==> src/rtl/bus_arbiter_pkg.sv <==
// Shared bus types for the arbiter slice.
// Package Bus: OCP-style command/response encodings, bus field widths and the
// 1-bit Master_id that tags which arbiter input issued a command.
package Bus;
    localparam int ADDR_W = 32;
    localparam int DATA_W = 32;
    localparam int BE_W   = DATA_W / 8;

    typedef enum logic [2:0] {
        IDLE = 3'd0,
        WR   = 3'd1,
        RD   = 3'd2
    } Ocp_cmd;

    typedef enum logic [1:0] {
        NULL = 2'd0,
        DVA  = 2'd1,
        ERR  = 2'd3
    } Ocp_resp;

    typedef logic [0:0] Master_id;
endpackage

==> src/rtl/bus_if.sv <==
// Bus_if: one OCP-style bus link.
// master modport drives the request side (MCmd/MAddr/MData/MByteEn),
// MRespAccept and MReset_n; slave modport returns SCmdAccept/SResp/SData.
interface Bus_if;
    import Bus::*;

    Ocp_cmd              MCmd;
    logic [ADDR_W-1:0]   MAddr;
    logic [DATA_W-1:0]   MData;
    logic [BE_W-1:0]     MByteEn;
    logic                MRespAccept;
    logic                MReset_n;
    logic                SCmdAccept;
    Ocp_resp             SResp;
    logic [DATA_W-1:0]   SData;

    modport master (
        output MCmd, MAddr, MData, MByteEn, MRespAccept, MReset_n,
        input  SCmdAccept, SResp, SData
    );

    modport slave (
        input  MCmd, MAddr, MData, MByteEn, MRespAccept,
        output SCmdAccept, SResp, SData
    );
endinterface

==> src/rtl/bus_arbiter_order_fifo.sv <==
// Arb_order_fifo: small FIFO remembering which master owns each outstanding
// command, so responses can be routed back in issue order.
// Ports: clk, reset (sync, active-high), push/data_in (write side),
// pop/data_out (read side, data_out shows the head), full, empty.
// DEPTH must be a power of two so the pointers wrap naturally.
module Arb_order_fifo #(
    parameter int WIDTH = 1,
    parameter int DEPTH = 4
) (
    input  logic             clk,
    input  logic             reset,
    input  logic             push,
    input  logic             pop,
    input  logic [WIDTH-1:0] data_in,
    output logic [WIDTH-1:0] data_out,
    output logic             full,
    output logic             empty
);
    localparam int               PTR_W    = $clog2(DEPTH);
    localparam logic [PTR_W-1:0] PTR_ONE  = PTR_W'(1);
    localparam logic [PTR_W:0]   CNT_ONE  = (PTR_W + 1)'(1);
    localparam logic [PTR_W:0]   FULL_CNT = (PTR_W + 1)'(DEPTH);

    logic [WIDTH-1:0] mem [DEPTH];
    logic [PTR_W-1:0] wr_ptr;
    logic [PTR_W-1:0] rd_ptr;
    logic [PTR_W:0]   count;
    logic             do_push;
    logic             do_pop;

    assign full     = (count == FULL_CNT);
    assign empty    = (count == '0);
    // A push against a full FIFO is dropped even if a pop happens that cycle.
    assign do_push  = push && !full;
    assign do_pop   = pop && !empty;
    assign data_out = mem[rd_ptr];

    always_ff @(posedge clk) begin
        if (reset) begin
            wr_ptr <= '0;
            rd_ptr <= '0;
            count  <= '0;
        end else begin
            if (do_push) wr_ptr <= wr_ptr + PTR_ONE;
            if (do_pop)  rd_ptr <= rd_ptr + PTR_ONE;
            case ({do_push, do_pop})
                2'b10:   count <= count + CNT_ONE;
                2'b01:   count <= count - CNT_ONE;
                default: count <= count;
            endcase
        end
    end

    always_ff @(posedge clk) begin
        if (do_push) mem[wr_ptr] <= data_in;
    end

`ifndef SYNTHESIS
    always @(posedge clk) begin
        if (!reset) begin
            assert (!(push && full))  else $error("order fifo: push while full");
            assert (!(pop && empty))  else $error("order fifo: pop while empty");
        end
    end
`endif
endmodule

==> src/rtl/bus_arbiter.sv <==
// bus_arbiter: merges two Bus_if masters onto one downstream port.
// Ports: clk, reset (sync, active-high); in0/in1 (Bus_if.slave, masters);
// out (Bus_if.master, merged port); stat_grants0/1 (32-bit accepted-command
// counters) only when BUS_ARBITER_STATS_EN is defined.
// Arbitration is round robin against last_grant; a grant not accepted in its
// first cycle is frozen (S_LOCK) until accepted. An order FIFO of master ids
// routes responses back in issue order.
module bus_arbiter
    import Bus::*;
#(
    parameter int MAX_OUTSTANDING = 4
) (
    input  logic  clk,
    input  logic  reset,
    Bus_if.slave  in0,
    Bus_if.slave  in1,
    Bus_if.master out
`ifdef BUS_ARBITER_STATS_EN
    ,
    output logic [31:0] stat_grants0,
    output logic [31:0] stat_grants1
`endif
);
    typedef enum logic {S_ARB, S_LOCK} arb_state_t;

    arb_state_t state, state_nxt;
    Master_id   last_grant, lock_id, gnt_id, head_id;
    logic       req0, req1, gnt_vld, cmd_acc;
    logic       push, pop, fifo_full, fifo_empty, rsp_live;

    assign req0 = (in0.MCmd != Bus::IDLE);
    assign req1 = (in1.MCmd != Bus::IDLE);
    assign out.MReset_n = ~reset;

    // Grant selection and FSM next state. A full order FIFO blocks new grants
    // only; a locked command keeps being presented.
    always_comb begin
        state_nxt = state;
        gnt_vld   = 1'b0;
        gnt_id    = lock_id;
        if (!reset) begin
            if (state == S_LOCK) begin
                gnt_vld = 1'b1;
            end else if (!fifo_full) begin
                if (req0 && req1) begin
                    gnt_vld = 1'b1;
                    gnt_id  = ~last_grant;
                end else if (req0) begin
                    gnt_vld = 1'b1;
                    gnt_id  = 1'b0;
                end else if (req1) begin
                    gnt_vld = 1'b1;
                    gnt_id  = 1'b1;
                end
            end
        end
        cmd_acc = gnt_vld && out.SCmdAccept && !fifo_full;
        if (cmd_acc)      state_nxt = S_ARB;
        else if (gnt_vld) state_nxt = S_LOCK;
    end

    assign push = cmd_acc;

    // Request path: granted master drives out with no added latency.
    always_comb begin
        out.MCmd        = Bus::IDLE;
        out.MAddr       = '0;
        out.MData       = '0;
        out.MByteEn     = '0;
        in0.SCmdAccept  = 1'b0;
        in1.SCmdAccept  = 1'b0;
        if (gnt_vld) begin
            if (gnt_id == 1'b0) begin
                out.MCmd       = in0.MCmd;
                out.MAddr      = in0.MAddr;
                out.MData      = in0.MData;
                out.MByteEn    = in0.MByteEn;
                in0.SCmdAccept = cmd_acc;
            end else begin
                out.MCmd       = in1.MCmd;
                out.MAddr      = in1.MAddr;
                out.MData      = in1.MData;
                out.MByteEn    = in1.MByteEn;
                in1.SCmdAccept = cmd_acc;
            end
        end
    end

    // Response path: only the FIFO-head master sees the response. With the
    // FIFO empty (or in reset) nothing is routed and nothing is accepted.
    assign rsp_live = !reset && !fifo_empty;
    assign pop      = rsp_live && (out.SResp != Bus::NULL) && out.MRespAccept;

    always_comb begin
        in0.SResp       = Bus::NULL;
        in0.SData       = '0;
        in1.SResp       = Bus::NULL;
        in1.SData       = '0;
        out.MRespAccept = 1'b0;
        if (rsp_live) begin
            if (head_id == 1'b0) begin
                in0.SResp       = out.SResp;
                in0.SData       = out.SData;
                out.MRespAccept = in0.MRespAccept;
            end else begin
                in1.SResp       = out.SResp;
                in1.SData       = out.SData;
                out.MRespAccept = in1.MRespAccept;
            end
        end
    end

    always_ff @(posedge clk) begin
        if (reset) begin
            state      <= S_ARB;
            last_grant <= 1'b1;
            lock_id    <= 1'b0;
        end else begin
            state <= state_nxt;
            if (gnt_vld) lock_id    <= gnt_id;
            if (cmd_acc) last_grant <= gnt_id;
        end
    end

    Arb_order_fifo #(
        .WIDTH (1),
        .DEPTH (MAX_OUTSTANDING)
    ) u_order_fifo (
        .clk      (clk),
        .reset    (reset),
        .push     (push),
        .pop      (pop),
        .data_in  (gnt_id),
        .data_out (head_id),
        .full     (fifo_full),
        .empty    (fifo_empty)
    );

`ifdef BUS_ARBITER_STATS_EN
    always_ff @(posedge clk) begin
        if (reset) begin
            stat_grants0 <= '0;
            stat_grants1 <= '0;
        end else if (cmd_acc) begin
            if (gnt_id == 1'b0) stat_grants0 <= stat_grants0 + 32'd1;
            else                stat_grants1 <= stat_grants1 + 32'd1;
        end
    end
`endif

`ifndef SYNTHESIS
    Master_id lock_id_q;
    logic     in_lock_q;

    always_ff @(posedge clk) begin
        lock_id_q <= lock_id;
        in_lock_q <= !reset && (state == S_LOCK);
    end

    always @(posedge clk) begin
        if (!reset) begin
            assert (!(in_lock_q && state == S_LOCK) || lock_id == lock_id_q)
                else $error("bus_arbiter: grant changed while locked");
            assert (!(fifo_empty && out.SResp != Bus::NULL))
                else $error("bus_arbiter: response with no outstanding command");
        end
    end
`endif
endmodule

==> src/flat_wrapper.sv <==
// flat-port wrapper written by rule: the top's interface ports become plain ports
module bus_arbiter_flat import Bus::*;
#(
    parameter int MAX_OUTSTANDING = 4
)
  (clk, reset, in0_MCmd, in0_MAddr, in0_MData, in0_MByteEn, in0_MRespAccept, in0_SCmdAccept, in0_SResp, in0_SData, in1_MCmd, in1_MAddr, in1_MData, in1_MByteEn, in1_MRespAccept, in1_SCmdAccept, in1_SResp, in1_SData, out_MCmd, out_MAddr, out_MData, out_MByteEn, out_MRespAccept, out_MReset_n, out_SCmdAccept, out_SResp, out_SData);
  Bus_if in0_i ();
  Bus_if in1_i ();
  Bus_if out_i ();
  input  logic clk;
  input  logic reset;
  input wire logic [$bits(in0_i.MCmd)-1:0] in0_MCmd;
  input wire logic [$bits(in0_i.MAddr)-1:0] in0_MAddr;
  input wire logic [$bits(in0_i.MData)-1:0] in0_MData;
  input wire logic [$bits(in0_i.MByteEn)-1:0] in0_MByteEn;
  input wire logic [$bits(in0_i.MRespAccept)-1:0] in0_MRespAccept;
  output wire logic [$bits(in0_i.SCmdAccept)-1:0] in0_SCmdAccept;
  output wire logic [$bits(in0_i.SResp)-1:0] in0_SResp;
  output wire logic [$bits(in0_i.SData)-1:0] in0_SData;
  input wire logic [$bits(in1_i.MCmd)-1:0] in1_MCmd;
  input wire logic [$bits(in1_i.MAddr)-1:0] in1_MAddr;
  input wire logic [$bits(in1_i.MData)-1:0] in1_MData;
  input wire logic [$bits(in1_i.MByteEn)-1:0] in1_MByteEn;
  input wire logic [$bits(in1_i.MRespAccept)-1:0] in1_MRespAccept;
  output wire logic [$bits(in1_i.SCmdAccept)-1:0] in1_SCmdAccept;
  output wire logic [$bits(in1_i.SResp)-1:0] in1_SResp;
  output wire logic [$bits(in1_i.SData)-1:0] in1_SData;
  output wire logic [$bits(out_i.MCmd)-1:0] out_MCmd;
  output wire logic [$bits(out_i.MAddr)-1:0] out_MAddr;
  output wire logic [$bits(out_i.MData)-1:0] out_MData;
  output wire logic [$bits(out_i.MByteEn)-1:0] out_MByteEn;
  output wire logic [$bits(out_i.MRespAccept)-1:0] out_MRespAccept;
  output wire logic [$bits(out_i.MReset_n)-1:0] out_MReset_n;
  input wire logic [$bits(out_i.SCmdAccept)-1:0] out_SCmdAccept;
  input wire logic [$bits(out_i.SResp)-1:0] out_SResp;
  input wire logic [$bits(out_i.SData)-1:0] out_SData;
  assign in0_i.MCmd = in0_MCmd;
  assign in0_i.MAddr = in0_MAddr;
  assign in0_i.MData = in0_MData;
  assign in0_i.MByteEn = in0_MByteEn;
  assign in0_i.MRespAccept = in0_MRespAccept;
  assign in0_SCmdAccept = in0_i.SCmdAccept;
  assign in0_SResp = in0_i.SResp;
  assign in0_SData = in0_i.SData;
  assign in1_i.MCmd = in1_MCmd;
  assign in1_i.MAddr = in1_MAddr;
  assign in1_i.MData = in1_MData;
  assign in1_i.MByteEn = in1_MByteEn;
  assign in1_i.MRespAccept = in1_MRespAccept;
  assign in1_SCmdAccept = in1_i.SCmdAccept;
  assign in1_SResp = in1_i.SResp;
  assign in1_SData = in1_i.SData;
  assign out_MCmd = out_i.MCmd;
  assign out_MAddr = out_i.MAddr;
  assign out_MData = out_i.MData;
  assign out_MByteEn = out_i.MByteEn;
  assign out_MRespAccept = out_i.MRespAccept;
  assign out_MReset_n = out_i.MReset_n;
  assign out_i.SCmdAccept = out_SCmdAccept;
  assign out_i.SResp = out_SResp;
  assign out_i.SData = out_SData;
  bus_arbiter #(.MAX_OUTSTANDING(MAX_OUTSTANDING)) u_core (.clk(clk), .reset(reset), .in0(in0_i), .in1(in1_i), .out(out_i));
endmodule
==> config.mk <==
export PLATFORM = sky130hd
export DESIGN_NAME = bus_arbiter_flat
export DESIGN_NICKNAME = d
export VERILOG_FILES = /design/src/rtl/bus_arbiter_pkg.sv /design/src/rtl/bus_if.sv /design/src/rtl/bus_arbiter_order_fifo.sv /design/src/rtl/bus_arbiter.sv /design/src/flat_wrapper.sv
export SDC_FILE = /design/constraint.sdc
export NUM_CORES = 1
export LEC_CHECK = 0
export ABC_CLOCK_PERIOD_IN_PS = 3500
export CAP_MARGIN = 20
export CORE_AREA = 2 2 127 129
export CTS_BUF_LIST = sky130_fd_sc_hd__clkbuf_8
export DETAILED_ROUTE_END_ITERATION = 7
export DIE_AREA = 0 0 129 131
export GPL_TIMING_DRIVEN = 0
export PLACE_DENSITY = 0.64
export REMOVE_ABC_BUFFERS = 1
export SYNTH_ARGS = -nofsm -noshare
export SYNTH_HDL_FRONTEND = slang
export SYNTH_SLANG_ARGS = --single-unit
==> constraint.sdc <==
create_clock -name clk -period 3.5 [get_ports clk]
set_clock_uncertainty 0.1 [all_clocks]
set_input_delay 0.35 -clock clk [delete_from_list [all_inputs] [get_ports clk]]
set_output_delay 0.35 -clock clk [all_outputs]
set_load 0.1 [all_outputs]
==> key figures <==
Floorplanning
  – Starting Density: 0.211
  – # IOs: 324
  – Standard-cell rows: 46
  – Core box area: approximately 16000 µm²
  – DIE HEIGHT: between 100 and 150 µm
  – Die width: around 130 µm
  – Die Area: 16900 µm²

Finish
  – Final nets: 932
  – Final Util: 0.446
  – Area delta synth->final: 111%
  – Fillers: about 1600
  – Reg area: around 360 µm²
  – ANT cells: 0
  – Multi-input gate area: about 2700 µm²
  – Layout cells sized above 1: 0.118

Synth
  – Post-synthesis sequential area ratio: 0.109
  – Post-synthesis xor/xnor area fraction: 0.00532
  – Ranking of synthesized cells by area: o211ai_1 (33%), mux2i_1 (23%), nor2_1 (8.9%)
  – Area share of the largest cell type after synthesis: 0.326
  – FFs w/ async S/R, synth: 0
  – Commonest cells in the synthesized netlist: o211ai_1 (143), nor2_1 (78), mux2i_1 (75)
  – Adder-cell share of the synthesized area: 0.0251
  – EDFF count, synth: 4
  – Mux share of post-synthesis cell area: 0.238
  – Syn Std Cell Area: around 3300 µm²
  – Compound-Gate Fraction of Synth Area: 0.357
  – Syn Inst Count: 467
  – Yosys top cell by area: o211ai_1
  – Main combinational cell family by area after synthesis: compound AO/OA/AOI/OAI gates
  – Syn Area/Cell: 7.05 µm²
  – Cell variety after synth: 34
  – Most common cell in the netlist: o211ai_1
  – Synth Flop Type: dfxtp_1
  – Post-synthesis simple-gate area fraction: 0.168
  – Synth Register Bits: 16
  – Ys Warns: 0

CTS
  – CTS tree: yes
  – Clock latency on the worst-skew pair: 250 ps
  – Total clock sinks: 16
  – CTS buffer count: 3
  – Max Buffers Root-to-Sink: 2
  – Clock-pin slew on the worst setup and hold paths: about 60 ps
  – Clock root cell: clkbuf_8
  – # H-tree levels: 1
  – CTS Hold Bufs: 0

Place
  – Dpl hpwl: roughly 11 mm
  – Port bufs: 323
  – GPL Wtd Cong: 0.783

Critical path
  – Worst Path Max Fanout: 18
  – CP required: roughly 3600 ps
  – CP arrival: roughly 3500 ps
  – Worst reg2reg path depth: 9
  – Worst setup path end: u_core.u_order_fifo.count[2]
  – CP Class: flop to flop
  – Critical Path Start Type: flop
  – Crit. End Element: flop
  – Flop-to-flop setup slack: roughly 110 ps
  – Endpoint of the worst register-to-register path: u_core.u_order_fifo.count[2]

Timing
  – Fin. max-slew vios: 0
  – Fmax: slightly below 300 MHz
  – Fin crit period: about 3400 ps
  – Worst slew pin tran: roughly 1000 ps
  – Fin crit share: 0.967
  – Final setup fails: 0
  – Final Hold Viols: 0
  – Worst rel slew slack: 0.334
  – Final setup TNS: 0 ps

Pwr
  – Leak: around 3.3 nW
  – Max VDD drop: around 0.00014 V
  – Pwr Density: 320 nW/µm²

Route
  – Drt first pass iters: 4
  – Final wirelength: 15.1 mm
  – DRC: 0
  – Vias: approximately 4600
  – Initial DRC Count: roughly 150
  – Routed length per instance: ~16 µm
  – Via density: approximately 4.8
  – Post-route antenna net violation count: 0

Global route
  – Vias in the first global route: a little over 4000
  – Overall Global Routing Usage: 0.154
  – Aggregate global routing overflow: 0
  – Global-route wire length before repair: between 20 and 25 mm
  – Initial antenna violation count: 0
  – Largest net degree at the start of global routing: 93

Worst hold path
  – Min-delay worst type: flop to flop

Flow run
  – Max Cap Viol: 0

Outcome
  – Status: complete, no violations
==> how the worst min path moves through the flow <==
stage,start,endpoint,slack (ps),cells past startpoint
2_1_floorplan,reset,u_core.u_order_fifo.count[2],320,1
6_report,u_core.u_order_fifo.rd_ptr[1],flop,380,1
3_5_place_dp,u_core.u_order_fifo.rd_ptr[0],u_core.u_order_fifo.rd_ptr[0],370,1
5_1_grt,u_core.u_order_fifo.rd_ptr[1],flop,410,1
4_1_cts,u_core.u_order_fifo.rd_ptr[1],flop,390,1
3_3_place_gp,u_core.u_order_fifo.rd_ptr[1],u_core.u_order_fifo.rd_ptr[1],360,1
==> what timing repair did <==
action,in CTS,in global routing
pin swaps,1,2
endpoints found under the setup margin,143,69
gates resized for setup,256,57
buffers inserted,1,2
cloned,0,1
==> where the power goes <==
| group | internal, mW | leakage (nW) | switching (mW) |
|---|---|---|---|
| logic | 0.539 | 3.15 | 1.32 |
| registers | 0.202 | 0.135 | 0.0223 |
| clock network | 0.0780 | 0.0231 | 0.0660 |
| total | 0.820 | 3.31 | 1.40 |
==> per-layer routing <==
metal	track usage	wire [µm]
met1	0.175	5690
met3	0.0436	1380
met4	0.0409	303
met2	0.283	7760
met5	0	0
==> through the flow <==
| step | power [mW] | instance area [µm²] | hold WS, ps | std cells | setup slack (ps) |
|---|---|---|---|---|---|
| floorplan | 1.55 | 3000 | 319 | 401 | -5640 |
| global placement | 2.11 | 6510 | 361 | 940 | -7680 |
| detailed placement | 2.13 | 6840 | 375 | 952 | -1490 |
| CTS | 2.24 | 6890 | 387 | 957 | 3.10 |
| global route | 2.31 | 6960 | 413 | 960 | -6.13 |
| finish | 2.22 | 6960 | 382 | 960 | 115 |
==> placed cells by master, fill, tap and decap left out, types with 8 or more instances in the layout <==
cell type	n
clkdlybuf4s50_1	201
o211ai_1	143
nor2_1	77
mux2i_1	75
nand2_1	36
dlygate4sd2_1	35
dlymetal6s2s_1	29
clkdlybuf4s15_2	27
buf_4	14
buf_2	12
dfxtp_1	11
buf_16	8
==> layout make-up <==
class | count | area share
repair buffers | 338 | 0.510
multi-input cells | 378 | 0.388
flip-flops and latches | 16 | 0.0523
well taps | 216 | 0.0388
clock buffers | 3 | 0.00593
inverters | 8 | 0.00468
clock inverters | 1 | 0.000539
==> critical path, stage by stage (launching register included) <==
cell and delay, ps:
dfxtp_1 490, mux4_2 750, mux2i_1 250, nor3_2 360, ha_1 260, inv_1 70
fa_1 420, xor2_1 150, or3_1 300, a21oi_1 150
==> kinds of logic (layout without fill, tap and decap cells) <==
| group | count (synthesis) | after routing |
|---|---|---|
| compound gates | 158 | 158 |
| xor+xnor | 2 | 2 |
| fa+ha+maj | 6 | 6 |
| buf+inv | 74 | 350 |
| flops | 16 | 16 |
| mux | 77 | 78 |
| simple gates | 134 | 134 |
Note: power is estimated with default switching activity, not from simulation.
